[src/rtl/trace_capture_if.sv]
// trace_capture_if: capture, trigger and oldest-first readout signals of trace_capture
interface trace_capture_if #(parameter int WIDTH = 8, parameter int DEPTH = 16);
  localparam int CW = $clog2(DEPTH) + 1;
  logic             arm;
  logic             sample_valid;
  logic [WIDTH-1:0] sample;
  logic [WIDTH-1:0] trig_mask;
  logic [WIDTH-1:0] trig_value;
  logic             force_trig;
  logic [2:0]       state;
  logic             triggered;
  logic [CW-1:0]    count;
  logic             rd_start;
  logic             rd_ready;
  logic             rd_valid;
  logic [WIDTH-1:0] rd_data;
  logic [15:0]      rd_stamp;
  logic             rd_last;
  modport master (
    output arm, sample_valid, sample, trig_mask, trig_value, force_trig, rd_start, rd_ready,
    input  state, triggered, count, rd_valid, rd_data, rd_stamp, rd_last
  );
  modport slave (
    input  arm, sample_valid, sample, trig_mask, trig_value, force_trig, rd_start, rd_ready,
    output state, triggered, count, rd_valid, rd_data, rd_stamp, rd_last
  );
endinterface

[src/rtl/trace_capture.sv]
// trace_capture: circular trace buffer, stops POST samples after a masked-match trigger, oldest-first readout.
// TRACE_TIMESTAMP_EN adds a 16-bit free-running stamp stored with each sample.
module trace_capture #(
  parameter int WIDTH = 8,
  parameter int DEPTH = 16,
  parameter int POST  = 4
) (
  input logic             clk,
  input logic             reset_n,
  trace_capture_if.slave  bus
);
  localparam int AW = $clog2(DEPTH);
  localparam int CW = AW + 1;
  typedef enum logic [2:0] {ST_IDLE = 3'd0, ST_ARMED = 3'd1, ST_POST = 3'd2, ST_DONE = 3'd3, ST_READ = 3'd4} state_t;
  state_t           state_q, state_d;
  logic [AW-1:0]    wr_ptr_q, wr_ptr_d, rd_ptr_q, rd_ptr_d, post_cnt_q, post_cnt_d;
  logic [CW-1:0]    count_q, count_d, remaining_q, remaining_d;
  logic             triggered_q, triggered_d, rd_valid_q, rd_valid_d, rd_last_q, rd_last_d;
  logic [WIDTH-1:0] rd_data_q, rd_data_d;
  logic [WIDTH-1:0] mem [DEPTH];
  logic             hit, we, load;
`ifdef TRACE_TIMESTAMP_EN
  logic [15:0]      ts_q, ts_d, rd_stamp_q, rd_stamp_d;
  logic [15:0]      stamp_mem [DEPTH];
`endif
  assign hit = bus.sample_valid && (bus.force_trig || ((bus.sample ^ bus.trig_value) & bus.trig_mask) == '0);
  assign we  = bus.sample_valid && !bus.arm && (state_q == ST_ARMED || state_q == ST_POST);
  always_comb begin
    state_d     = state_q;
    wr_ptr_d    = wr_ptr_q;
    count_d     = count_q;
    triggered_d = triggered_q;
    post_cnt_d  = post_cnt_q;
    rd_ptr_d    = rd_ptr_q;
    remaining_d = remaining_q;
    rd_valid_d  = rd_valid_q;
    rd_last_d   = rd_last_q;
    rd_data_d   = rd_data_q;
    load        = 1'b0;
    if (bus.arm) begin
      state_d     = ST_ARMED;
      wr_ptr_d    = '0;
      count_d     = '0;
      triggered_d = 1'b0;
      rd_valid_d  = 1'b0;
      rd_last_d   = 1'b0;
    end else begin
      if (we) begin
        wr_ptr_d = wr_ptr_q + 1'b1;
        count_d  = (count_q == CW'(DEPTH)) ? count_q : count_q + 1'b1;
      end
      case (state_q)
        ST_ARMED: if (hit) begin
          triggered_d = 1'b1;
          post_cnt_d  = AW'(POST);
          state_d     = (POST == 0) ? ST_DONE : ST_POST;
        end
        ST_POST: if (bus.sample_valid) begin
          post_cnt_d = post_cnt_q - 1'b1;
          state_d    = (post_cnt_q == AW'(1)) ? ST_DONE : ST_POST;
        end
        ST_DONE: if (bus.rd_start) begin
          // a full buffer has wrapped, so its oldest entry sits at the write pointer
          rd_ptr_d    = (count_q == CW'(DEPTH)) ? wr_ptr_q : '0;
          remaining_d = count_q;
          rd_valid_d  = 1'b1;
          rd_last_d   = count_q == CW'(1);
          load        = 1'b1;
          state_d     = ST_READ;
        end
        ST_READ: if (bus.rd_ready) begin
          if (rd_last_q) begin
            rd_valid_d = 1'b0;
            rd_last_d  = 1'b0;
            state_d    = ST_DONE;
          end else begin
            rd_ptr_d    = rd_ptr_q + 1'b1;
            remaining_d = remaining_q - 1'b1;
            rd_last_d   = remaining_d == CW'(1);
            load        = 1'b1;
          end
        end
        default: ;
      endcase
    end
    rd_data_d = load ? mem[rd_ptr_d] : rd_data_d;
  end
`ifdef TRACE_TIMESTAMP_EN
  always_comb begin
    ts_d       = ts_q + 16'd1;
    rd_stamp_d = load ? stamp_mem[rd_ptr_d] : rd_stamp_q;
  end
  always_ff @(posedge clk or negedge reset_n)
    if (!reset_n) begin
      ts_q       <= '0;
      rd_stamp_q <= '0;
    end else begin
      ts_q       <= ts_d;
      rd_stamp_q <= rd_stamp_d;
    end
  always_ff @(posedge clk)
    if (we) stamp_mem[wr_ptr_q] <= ts_q;
  assign bus.rd_stamp = rd_stamp_q;
`else
  assign bus.rd_stamp = '0;
`endif
  always_ff @(posedge clk)
    if (we) mem[wr_ptr_q] <= bus.sample;
  always_ff @(posedge clk or negedge reset_n)
    if (!reset_n) begin
      state_q     <= ST_IDLE;
      wr_ptr_q    <= '0;
      count_q     <= '0;
      triggered_q <= 1'b0;
      post_cnt_q  <= '0;
      rd_ptr_q    <= '0;
      remaining_q <= '0;
      rd_valid_q  <= 1'b0;
      rd_last_q   <= 1'b0;
      rd_data_q   <= '0;
    end else begin
      state_q     <= state_d;
      wr_ptr_q    <= wr_ptr_d;
      count_q     <= count_d;
      triggered_q <= triggered_d;
      post_cnt_q  <= post_cnt_d;
      rd_ptr_q    <= rd_ptr_d;
      remaining_q <= remaining_d;
      rd_valid_q  <= rd_valid_d;
      rd_last_q   <= rd_last_d;
      rd_data_q   <= rd_data_d;
    end
  assign bus.state     = state_q;
  assign bus.triggered = triggered_q;
  assign bus.count     = count_q;
  assign bus.rd_valid  = rd_valid_q;
  assign bus.rd_data   = rd_data_q;
  assign bus.rd_last   = rd_last_q;
endmodule

[src/flat_wrapper.sv]
// flat-port wrapper written by rule: the top's interface ports become plain ports
module trace_capture_flat 
#(
  parameter int WIDTH = 8,
  parameter int DEPTH = 16,
  parameter int POST  = 4
)
  (clk, reset_n, bus_arm, bus_sample_valid, bus_sample, bus_trig_mask, bus_trig_value, bus_force_trig, bus_rd_start, bus_rd_ready, bus_state, bus_triggered, bus_count, bus_rd_valid, bus_rd_data, bus_rd_stamp, bus_rd_last);
  trace_capture_if #(.WIDTH(WIDTH), .DEPTH(DEPTH)) bus_i ();
  input logic clk;
  input logic reset_n;
  input wire logic [$bits(bus_i.arm)-1:0] bus_arm;
  input wire logic [$bits(bus_i.sample_valid)-1:0] bus_sample_valid;
  input wire logic [$bits(bus_i.sample)-1:0] bus_sample;
  input wire logic [$bits(bus_i.trig_mask)-1:0] bus_trig_mask;
  input wire logic [$bits(bus_i.trig_value)-1:0] bus_trig_value;
  input wire logic [$bits(bus_i.force_trig)-1:0] bus_force_trig;
  input wire logic [$bits(bus_i.rd_start)-1:0] bus_rd_start;
  input wire logic [$bits(bus_i.rd_ready)-1:0] bus_rd_ready;
  output wire logic [$bits(bus_i.state)-1:0] bus_state;
  output wire logic [$bits(bus_i.triggered)-1:0] bus_triggered;
  output wire logic [$bits(bus_i.count)-1:0] bus_count;
  output wire logic [$bits(bus_i.rd_valid)-1:0] bus_rd_valid;
  output wire logic [$bits(bus_i.rd_data)-1:0] bus_rd_data;
  output wire logic [$bits(bus_i.rd_stamp)-1:0] bus_rd_stamp;
  output wire logic [$bits(bus_i.rd_last)-1:0] bus_rd_last;
  assign bus_i.arm = bus_arm;
  assign bus_i.sample_valid = bus_sample_valid;
  assign bus_i.sample = bus_sample;
  assign bus_i.trig_mask = bus_trig_mask;
  assign bus_i.trig_value = bus_trig_value;
  assign bus_i.force_trig = bus_force_trig;
  assign bus_i.rd_start = bus_rd_start;
  assign bus_i.rd_ready = bus_rd_ready;
  assign bus_state = bus_i.state;
  assign bus_triggered = bus_i.triggered;
  assign bus_count = bus_i.count;
  assign bus_rd_valid = bus_i.rd_valid;
  assign bus_rd_data = bus_i.rd_data;
  assign bus_rd_stamp = bus_i.rd_stamp;
  assign bus_rd_last = bus_i.rd_last;
  trace_capture #(.WIDTH(WIDTH), .DEPTH(DEPTH), .POST(POST)) u_core (.clk(clk), .reset_n(reset_n), .bus(bus_i));
endmodule
[config.mk]
export PLATFORM = sky130hd
export DESIGN_NAME = trace_capture_flat
export DESIGN_NICKNAME = d
export VERILOG_FILES = /design/src/rtl/trace_capture_if.sv /design/src/rtl/trace_capture.sv /design/src/flat_wrapper.sv
export SDC_FILE = /design/constraint.sdc
export NUM_CORES = 1
export LEC_CHECK = 0
export ABC_CLOCK_PERIOD_IN_PS = 3900
export BUFFER_PORTS_ARGS = -buffer_cell sky130_fd_sc_hd__buf_2
export CORE_MARGIN = 2
export CORE_UTILIZATION = 61
export CTS_BUF_LIST = sky130_fd_sc_hd__clkbuf_4 sky130_fd_sc_hd__clkbuf_8
export DETAILED_ROUTE_END_ITERATION = 8
export GPL_TIMING_DRIVEN = 0
export PLACE_DENSITY_LB_ADDON = 0.08
export SLEW_MARGIN = 20
export SYNTH_ARGS = -nofsm -noshare
export SYNTH_HDL_FRONTEND = slang
export SYNTH_SLANG_ARGS = --single-unit
[constraint.sdc]
create_clock -name clk -period 3.9 [get_ports clk]
set_clock_uncertainty 0.1 [all_clocks]
set_input_delay 0.39 -clock clk [delete_from_list [all_inputs] [get_ports clk]]
set_output_delay 0.39 -clock clk [all_outputs]
set_load 0.03 [all_outputs]
==> reports/metrics.cfg, run 1 <==
[floorplan]
die_area_um2=12700
die_w_um=113
die_y_um=113
ioPinCount=66
initial_core_util=0.629
core_um2=11500
rows=39

[cts]
numCtsBuffers=17
clkLatencyLatePin_ns=0.45
cts_resized=0
cts_setup_buffers=0
cts_tree=built
cts.sinks=164
path_clk_slew_ns=0.08
cts_hold_buf=1
cts_buffer_depth=2
cts_htree_levels=4
clock-root-buffer=clkbuf_8

[route]
dr_wl_met2_um=7040
drt_iter0_markers=281
wirelength_um=14400
met3_length_um=885
drcViolationCount=0
post_drt_via_cell_ratio=5.98
wl_met1_um=6260
routed.top_layer=met4
dr.pass1.iters=5
drtAntennaViolNets=0
vias=4165
avgRoutedWirePerCell_um=20.7

[worst_hold_path]
worstHoldPathType=input pin to register

[critical_path]
path_cells=inv_1 > ha_1 > nor4bb_1 > and2_1 > a22o_1 > a22o_1 > buf_2 > mux4_1 > a22oi_1 > nand3_1
max_stage_delay_ns=0.60
critical_path_class=register to register
regToRegStartpoint=u_core.bus.count[0]$_DFFE_PN0P_
cp_common_cell=a22o_1
critPathSlowestCell=nor4bb_1
critical_path_buf_inv_count=2
rr_endpoint=u_core.bus.rd_data[7]$_DFFE_PN0P_
crit_family=simple AND/OR/NAND/NOR gates
crit_required_ns=4.12
crit_arrival_ns=3.72
cp.depth=10
r2r_slack_ns=0.39
crit_path_max_fanout=10
startpoint=u_core.bus.count[0]$_DFFE_PN0P_
startpoint_type=register
crit_path_end_kind=register
worstSetupEndpoint=u_core.bus.rd_data[7]$_DFFE_PN0P_
reg2regPathDepth=10

[grt]
antenna_found_initial=0
grt_pass1_vias=3999
grtUsageTotal=0.240
grt_pass1_wl_um=22200
grt_start_max_net_pins=37
grt-ovfl-total=0

[sta]
maxSlewHeadroom=0.313
grt_setup_unrepaired=false
timing.final.crit_share=0.899
setup-violations-final=0
finalWorstSetupSlack_ns=0.394
maxSlewViolCount=0
tightest_slew_ns=1.03
fmax_mhz=285
timing.final.hold_violations=0
finalSetupTns_ns=0
post-route-min-period_ns=3.51

[placed_design]
dp.cells=664
portBuffers=48
place_ws_ns=0.189
place_congestion=0.827
dp_hpwl_um=9670

[logic_synthesis]
ys_ff_latch=164
synth_edf_count=128
synth.distinct_cells=56
synth_largest_area_cell=edfxtp_1
synthesis.area_um2=7220
synthArstFlopShare=0.220
avgSynthCellArea_um2=15.8
yosysWarnings=0
synth_flop_cell=edfxtp_1
synth.area.top_cells=edfxtp_1 (53%), dfrtp_1 (12%), mux4_2 (6.6%)
synth_top_area_frac=0.533
synth_cells=458
synth_top_cells_by_count=edfxtp_1 (128), nor2_1 (41), dfrtp_1 (36)
yosysMostFrequentCell=edfxtp_1
seq_area_frac_synth=0.657

[power]
leakagePower_uw=0.00310
p_per_area_nw_per_um2=502
ir_drop_v=0.000308
p_total_uw=4100

[layout]
syn_to_final_growth_pct=13.3
fin_nets=584
drive_above_1_share=0.249
utilization=0.713
diodes=0
instances_no_fill=697

[outcome]
status=finished clean

[job]
cap_violations=0

-- report_power, final --
part	switching, µW	total (µW)	internal (µW)	leakage [µW]
logic	411	692	281	0.00125
registers	74.8	2060	1980	0.00163
clock network	583	1350	771	0.000225
total	1070	4100	3030	0.00310
-- kinds of logic (layout without fill, tap and decap cells) --
kind of cell / count (synthesis) / after routing / synth area share
xor gates and xnor gates: 18 / 18 / 0.0218
and+or+nand+nor: 116 / 116 / 0.0815
DFF: 164 / 164 / 0.657
buffers and inverters: 48 / 129 / 0.0409
adders and majority gates: 12 / 12 / 0.0208
other: 1 / 16 / 0.000520
muxes: 38 / 38 / 0.114
AOI/OAI and AO/OA: 61 / 61 / 0.0628
-- final cells by class --
cell class                      count  area [µm²]
Clock buffer                       24         299
Fill cell                         761        3290
Clock inverter                      8         153
Timing Repair Buffer               49         250
Multi-Input combinational cell    261        2250
Sequential cell                   164        4740
Buffer                             37         254
Inverter                           11        41.3
Tap cell                          143         179
-- placed cells by master (no fill, tap or decap), types with 9 or more instances in the layout --
| master | instances |
|---|---|
| nand2_1 | 18 |
| edfxtp_1 | 128 |
| mux4_2 | 21 |
| buf_4 | 16 |
| nand3_1 | 12 |
| buf_2 | 52 |
| clkbuf_8 | 19 |
| inv_1 | 11 |
| conb_1 | 16 |
| mux4_1 | 11 |
| xor2_1 | 14 |
| clkbuf_1 | 9 |
| a21oi_1 | 15 |
| dfrtp_1 | 36 |
| nor2_1 | 41 |
| ha_1 | 12 |
| a22oi_1 | 20 |
-- metal layers --
metal,global-route usage,vias to the layer above
li1,-,1898
met1,0.337,2087
met2,0.383,159
met3,0.0530,21
met4,0.0797,0
met5,0,-
-- through the flow --
step / hold slack (ns) / area, µm²
after floorplan: -0.00559 / 7270
after global placement: 0.375 / 7690
after detailed placement: 0.384 / 7710
after CTS: 0.219 / 8170
after global routing: 0.244 / 8170
final: 0.237 / 8170
-- registers in the layout, summed over array words and instances (netlist names) --
name	count
u_core.remaining_q	5
u_core.bus.rd_valid	1
u_core.rd_ptr_q	4
u_core.mem	128
u_core.post_cnt_q	4
u_core.bus.count	5
u_core.wr_ptr_q	4
u_core.bus.rd_last	1
u_core.bus.state	3
u_core.bus.rd_data	8
u_core.bus.triggered	1
-- worst min path at each step --
stage | startpoint | cells after the start | end | slack [ns]
final | bus_sample_valid | 4 | u_core.post_cnt_q[2]$_DFFE_PN0P_ | 0.24
after floorplan | reset_n | 0 | u_core.bus.count[0]$_DFFE_PN0P_ | -0.006
after global routing | bus_sample[6] | 1 | u_core.mem[10][6]$_DFFE_PP_ | 0.24
after CTS | bus_sample_valid | 4 | u_core.post_cnt_q[2]$_DFFE_PN0P_ | 0.22
after detailed placement | u_core.bus.triggered$_DFFE_PN0P_ | 2 | u_core.bus.triggered$_DFFE_PN0P_ | 0.38
after global placement | u_core.bus.triggered$_DFFE_PN0P_ | 2 | u_core.bus.triggered$_DFFE_PN0P_ | 0.38
-- tightest hold or removal path, delay by kind of cell --
family / cells / cell delay (ns)
and+or+nand+nor: 1 / 0.08
buffers and inverters: 1 / 0.13
AOI/OAI and AO/OA: 2 / 0.14
Note: power is estimated with default switching activity, not from simulation.
==> inputs of run 2 (changes only) <==
--- a/config.mk
+++ b/config.mk
@@ -6,11 +6,11 @@
 export NUM_CORES = 1
 export LEC_CHECK = 0
 export ABC_CLOCK_PERIOD_IN_PS = 3900
-export BUFFER_PORTS_ARGS = -buffer_cell sky130_fd_sc_hd__buf_2
 export CORE_MARGIN = 2
-export CORE_UTILIZATION = 61
+export CORE_UTILIZATION = 65
 export CTS_BUF_LIST = sky130_fd_sc_hd__clkbuf_4 sky130_fd_sc_hd__clkbuf_8
 export DETAILED_ROUTE_END_ITERATION = 8
+export DONT_BUFFER_PORTS = 1
 export GPL_TIMING_DRIVEN = 0
 export PLACE_DENSITY_LB_ADDON = 0.08
 export SLEW_MARGIN = 20
==> reports/metrics.cfg, run 2 (synthesis gave the netlist of run 1 again) <==
[route]
avgRoutedWirePerCell_um=23.2  ; was 20.7 µm
drcViolationCount=0  ; unchanged
met3_length_um=1100  ; was 885 µm
wirelength_um=15200  ; was 14400 µm
vias=4112  ; was 4165
drtAntennaViolNets=0  ; unchanged
post_drt_via_cell_ratio=6.29  ; was 5.98
dr.pass1.iters=5  ; unchanged
drt_iter0_markers=450  ; was 281
dr_wl_met2_um=7610  ; was 7040 µm
wl_met1_um=6120  ; was 6260 µm
routed.top_layer=met4  ; unchanged

[grt]
grt_pass1_wl_um=22700  ; was 22200 µm
grt_pass1_vias=4031  ; was 3999
grtUsageTotal=0.272  ; was 0.240
antenna_found_initial=0  ; unchanged
grt-ovfl-total=0  ; unchanged
grt_start_max_net_pins=37  ; unchanged

[critical_path]
regToRegStartpoint=u_core.bus.state[1]$_DFFE_PN0P_  ; was u_core.bus.count[0]$_DFFE_PN0P_
crit_arrival_ns=3.88  ; was 3.72 ns
startpoint_type=register  ; unchanged
critical_path_buf_inv_count=3  ; was 2
cp_common_cell=buf_6  ; was a22o_1
critical_path_class=register to register  ; unchanged
max_stage_delay_ns=0.60  ; about the same
crit_family=compound AO/OA/AOI/OAI gates  ; was simple AND/OR/NAND/NOR gates
crit_path_end_kind=register  ; unchanged
crit_path_max_fanout=10  ; unchanged
startpoint=u_core.bus.state[1]$_DFFE_PN0P_  ; was u_core.bus.count[0]$_DFFE_PN0P_
critPathSlowestCell=mux4_1  ; was nor4bb_1
crit_required_ns=4.13  ; was 4.12 ns
path_cells=buf_6 > or3b_1 > buf_6 > or2_4 > a21o_4 > a22oi_4 > buf_8 > mux4_1 > a22oi_1 > nand3_1  ; was inv_1 > ha_1 > nor4bb_1 > and2_1 > a22o_1 > a22o_1 > buf_2 > mux4_1 > a22oi_1 > nand3_1

[worst_hold_path]
hp-start=bus_sample_valid  ; unchanged
worstHoldPathType=input pin to register  ; unchanged

[sta]
finalSetupTns_ns=0  ; unchanged
tightest_slew_ns=0.939  ; was 1.03 ns
fmax_mhz=274  ; was 285 MHz
post-route-min-period_ns=3.65  ; was 3.51 ns
setup-violations-final=0  ; unchanged
maxSlewViolCount=0  ; unchanged
hold_ws_ns=0.0684  ; was 0.237 ns
maxSlewHeadroom=0.373  ; was 0.313
timing.final.crit_share=0.936  ; was 0.899
grt_setup_unrepaired=false  ; unchanged
timing.final.hold_violations=0  ; unchanged

[cts]
clock-root-buffer=clkbuf_8  ; unchanged
cts_tree=built  ; unchanged
path_clk_slew_ns=0.08  ; about the same
clkLatencyLatePin_ns=0.46  ; was 0.45 ns
cts_buffer_depth=2  ; unchanged
cts_htree_levels=4  ; unchanged
numCtsBuffers=17  ; unchanged
cts.sinks=164  ; unchanged

[job]
cap_violations=0  ; unchanged

[layout]
drive_above_1_share=0.173  ; was 0.249
final_common_cell=edfxtp_1  ; unchanged
fin_nets=545  ; was 584
syn_to_final_growth_pct=10.6  ; was 13.3%
largest_reg_flops=128  ; unchanged
nFillCells=676  ; was 761
regMostFlops=u_core.mem  ; unchanged
final_cell_mix=edfxtp_1 (128), nor2_1 (41), dfrtp_1 (36), mux4_2 (21), a22oi_1 (20)  ; was edfxtp_1 (128), buf_2 (52), nor2_1 (41), dfrtp_1 (36), mux4_2 (21)
multi_input_area_um2=2260  ; was 2250 µm²
diodes=0  ; unchanged
regArea_um2=4740  ; unchanged

[placed_design]
portBuffers=0  ; was 48
dp_hpwl_um=9590  ; was 9670 µm
place_congestion=0.843  ; was 0.827

[floorplan]
initial_core_util=0.666  ; was 0.629
ioPinCount=66  ; unchanged
die_y_um=109  ; was 113 µm
die_area_um2=12000  ; was 12700 µm²
core_um2=10800  ; was 11500 µm²
rows=38  ; was 39
die_w_um=109  ; was 113 µm

[power]
p_per_area_nw_per_um2=493  ; was 502 nW/µm²
ir_drop_v=0.000389  ; was 0.000308 V
leakagePower_uw=0.00290  ; was 0.00310 µW

[outcome]
status=finished clean  ; unchanged

-- run 2: metrics by stage --
step	std cells	instance area, µm²	setup slack [ns]	total power [µW]	util
after CTS	654	7970	0.214	3950	0.735
after floorplan	473	7270	0.749	2590	-
after detailed placement	613	7470	0.236	2700	0.689
after global placement	613	7450	-0.0723	2680	0.687
after global routing	654	7980	0.127	4080	0.736
final	654	7980	0.248	3940	0.736
-- run 2: worst register-to-register path, stage by stage (launching register included) --
cell and delay [ns]:
dfrtp_1 0.51, buf_6 0.20, or3b_1 0.36, buf_6 0.15
or2_4 0.27, a21o_4 0.24, a22oi_4 0.39, buf_8 0.23
mux4_1 0.60, a22oi_1 0.35, nand3_1 0.12
-- run 2: where the power goes --
part | switching [µW] | leakage, µW | internal, µW | total, µW
clock network | 609 | 0.000187 | 623 | 1230
registers | 188 | 0.00163 | 1980 | 2170
logic | 291 | 0.00108 | 248 | 539
-- run 2: final timing paths --
kind	cells after the start	end	slack, ns
max	10	u_core.bus.rd_data[7]$_DFFE_PN0P_	0.25
min	3	u_core.post_cnt_q[2]$_DFFE_PN0P_	0.07
max reg2reg	10	u_core.bus.rd_data[7]$_DFFE_PN0P_	0.25
min reg2reg	1	u_core.post_cnt_q[1]$_DFFE_PN0P_	0.41
max in group asynchronous	2	u_core.bus.rd_data[3]$_DFFE_PN0P_	3.19
min in group asynchronous	2	u_core.wr_ptr_q[2]$_DFFE_PN0P_	0.32
-- run 2: layer usage --
metal / GRT usage / vias up
met5: 0 / -
met4: 0.110 / 0
met3: 0.0699 / 22
met2: 0.442 / 184
met1: 0.355 / 2080
li1: - / 1826
-- run 2: cell type report --
class,instances,area share
Multi-Input combinational cell,261,0.284
Buffer,37,0.0318
Clock inverter,14,0.0201
Tap cell,140,0.0219
Sequential cell,164,0.594
Inverter,11,0.00517
Clock buffer,17,0.0293
Timing Repair Buffer,10,0.0138
-- run 2: timing repair --
action / CTS / global route
buffers inserted: 0 / 0
setup endpoints to repair: 0 / 89
hold buffers: 10 / 0
hold endpoints to repair: 164 / 0
resized for setup: 0 / 2
==> inputs of run 3 (changes only) <==
--- a/config.mk
+++ b/config.mk
@@ -7,7 +7,7 @@
 export LEC_CHECK = 0
 export ABC_CLOCK_PERIOD_IN_PS = 3900
 export CORE_MARGIN = 2
-export CORE_UTILIZATION = 65
+export CORE_UTILIZATION = 59
 export CTS_BUF_LIST = sky130_fd_sc_hd__clkbuf_4 sky130_fd_sc_hd__clkbuf_8
 export DETAILED_ROUTE_END_ITERATION = 8
 export DONT_BUFFER_PORTS = 1
==> reports/metrics.cfg, run 3 (synthesis gave the netlist of run 1 again) <==
[critical_path]
critPathSlowestCell=nor4bb_1  ; was mux4_1
max_stage_delay_ns=0.64  ; was 0.60 ns
cp_common_cell=a22o_1  ; was buf_6
critical_path_buf_inv_count=2  ; was 3
critical_path_class=register to register  ; unchanged
r2r_slack_ns=0.21  ; was 0.25 ns
startpoint_type=register  ; unchanged
crit_required_ns=4.14  ; was 4.13 ns
crit_path_end_kind=register  ; unchanged
crit_family=simple AND/OR/NAND/NOR gates  ; was compound AO/OA/AOI/OAI gates
crit_path_max_fanout=10  ; unchanged
path_cells=inv_1 > ha_1 > nor4bb_1 > and2_1 > a22o_1 > a22o_1 > buf_2 > mux4_2 > a22oi_1 > nand3_1  ; was buf_6 > or3b_1 > buf_6 > or2_4 > a21o_4 > a22oi_4 > buf_8 > mux4_1 > a22oi_1 > nand3_1
crit_arrival_ns=3.93  ; was 3.88 ns

[placed_design]
dp_hpwl_um=9620  ; was 9590 µm
dpl_cell_area_um2=7480  ; was 7470 µm²
place_congestion=0.842  ; was 0.843
portBuffers=0  ; unchanged
place_ws_ns=0.184  ; was 0.236 ns

[cts]
cts_buffer_depth=2  ; unchanged
clock-root-buffer=clkbuf_8  ; unchanged
path_clk_slew_ns=0.08  ; about the same
cts_tree=built  ; unchanged
cts.sinks=164  ; unchanged
clkLatencyLatePin_ns=0.46  ; about the same
numCtsBuffers=17  ; unchanged
cts_setup_buffers=0  ; unchanged
cts_htree_levels=4  ; unchanged

[sta]
finalWorstSetupSlack_ns=0.210  ; was 0.248 ns
fmax_mhz=271  ; was 274 MHz
timing.final.crit_share=0.946  ; was 0.936
grt_setup_unrepaired=false  ; unchanged
setup-violations-final=0  ; unchanged
post-route-min-period_ns=3.69  ; was 3.65 ns
maxSlewHeadroom=0.298  ; was 0.373
timing.final.hold_violations=0  ; unchanged
maxSlewViolCount=0  ; unchanged
tightest_slew_ns=1.05  ; was 0.939 ns
hold_ws_ns=0.0727  ; was 0.0684 ns

[floorplan]
die_y_um=115  ; was 109 µm
die_w_um=115  ; was 109 µm
initial_core_util=0.603  ; was 0.666
die_area_um2=13100  ; was 12000 µm²
ioPinCount=66  ; unchanged
core_um2=12000  ; was 10800 µm²
rows=40  ; was 38

[route]
vias=4028  ; was 4112
avgRoutedWirePerCell_um=22.9  ; was 23.2 µm
post_drt_via_cell_ratio=6.08  ; was 6.29
drcViolationCount=0  ; unchanged
wirelength_um=15100  ; was 15200 µm
dr.pass1.iters=4  ; was 5
drtAntennaViolNets=0  ; unchanged
drt_iter0_markers=371  ; was 450

[power]
p_total_uw=3910  ; was 3940 µW
leakagePower_uw=0.00291  ; was 0.00290 µW
ir_drop_v=0.000502  ; was 0.000389 V
p_per_area_nw_per_um2=490  ; was 493 nW/µm²

[layout]
final_common_cell=edfxtp_1  ; unchanged
syn_to_final_growth_pct=10.6  ; about the same
utilization=0.667  ; was 0.736
final_cell_mix=edfxtp_1 (128), nor2_1 (41), dfrtp_1 (36), mux4_2 (21), a22oi_1 (20)  ; unchanged
diodes=0  ; unchanged
fin_nets=545  ; unchanged
fin_area_um2=7980  ; about the same
largest_reg_flops=128  ; unchanged
regMostFlops=u_core.mem  ; unchanged
drive_above_1_share=0.177  ; was 0.173

[grt]
grt_pass1_vias=3995  ; was 4031
grt_pass1_wl_um=23300  ; was 22700 µm
antenna_found_initial=0  ; unchanged
grtUsageTotal=0.252  ; was 0.272
grt-ovfl-total=0  ; unchanged
grt_start_max_net_pins=37  ; unchanged

[outcome]
status=finished clean  ; unchanged

[job]
cap_violations=0  ; unchanged

[worst_hold_path]
worstHoldPathType=input pin to register  ; unchanged

run 3: changes by cell type in the layout (fill, tap and decap cells not counted):
cell and change:
clkinv_1 -2, clkinvlp_2 -1, nor4bb_2 -1, clkinv_2 +2
bufinv_16 -1, inv_6 +2, nor4bb_1 +1, clkinvlp_4 -1
clkbuf_4 +1, inv_8 +1
run 3: report_power, final:
part	internal [µW]	total, µW	switching [µW]	leakage (µW)
clock	582	1210	629	0.000197
sequential	1980	2170	187	0.00163
combinational	247	534	287	0.00108
total	2810	3910	1100	0.00291
run 3: worst paths after layout:
| check | start | to | depth (start not counted) |
|---|---|---|---|
| hold reg to reg | u_core.post_cnt_q[1]$_DFFE_PN0P_ | u_core.post_cnt_q[1]$_DFFE_PN0P_ | 1 |
| setup / recovery | u_core.bus.count[0]$_DFFE_PN0P_ | u_core.bus.rd_data[4]$_DFFE_PN0P_ | 10 |
| hold / removal | bus_sample_valid | u_core.post_cnt_q[2]$_DFFE_PN0P_ | 3 |
| setup reg to reg | u_core.bus.count[0]$_DFFE_PN0P_ | u_core.bus.rd_data[4]$_DFFE_PN0P_ | 10 |
| max in group asynchronous | reset_n | u_core.wr_ptr_q[0]$_DFFE_PN0P_ | 2 |
| min in group asynchronous | reset_n | u_core.bus.rd_data[6]$_DFFE_PN0P_ | 2 |
run 3: stage by stage:
step / cells / setup TNS (ns)
after floorplan: 473 / 0
after global placement: 620 / -1.99
after detailed placement: 620 / 0
after CTS: 662 / 0
after global routing: 662 / 0
final: 662 / 0
run 3: what timing repair did:
action / CTS / global route
hold buffers: 10 / 0
endpoints found under the hold margin: 164 / 0
gates resized for setup: 0 / 1
endpoints found under the setup margin: 0 / 32
run 3: cell type report:
cell class,count,area (µm²)
Timing Repair Buffer,10,110
Multi-Input combinational cell,261,2260
Buffer,37,254
Inverter,11,41.3
Fill cell,844,3980
Tap cell,147,184
Sequential cell,164,4740
Clock buffer,18,241
Clock inverter,14,149
run 3: worst reg2reg max path, stage by stage (launching register included):
cell and delay [ns]:
dfrtp_1 0.56, inv_1 0.16, ha_1 0.16, nor4bb_1 0.64
and2_1 0.31, a22o_1 0.17, a22o_1 0.31, buf_2 0.36
mux4_2 0.39, a22oi_1 0.30, nand3_1 0.12
run 3: routing by layer:
metal / GRT usage / routed length (µm) / part of all wire / vias to the layer above
li1: - / - / - / 1828
met1: 0.321 / 5930 / 0.39 / 2051
met2: 0.427 / 7840 / 0.52 / 121
met3: 0.0678 / 1000 / 0.066 / 28
met4: 0.0756 / 356 / 0.024 / 0
met5: 0 / 0 / 0 / -
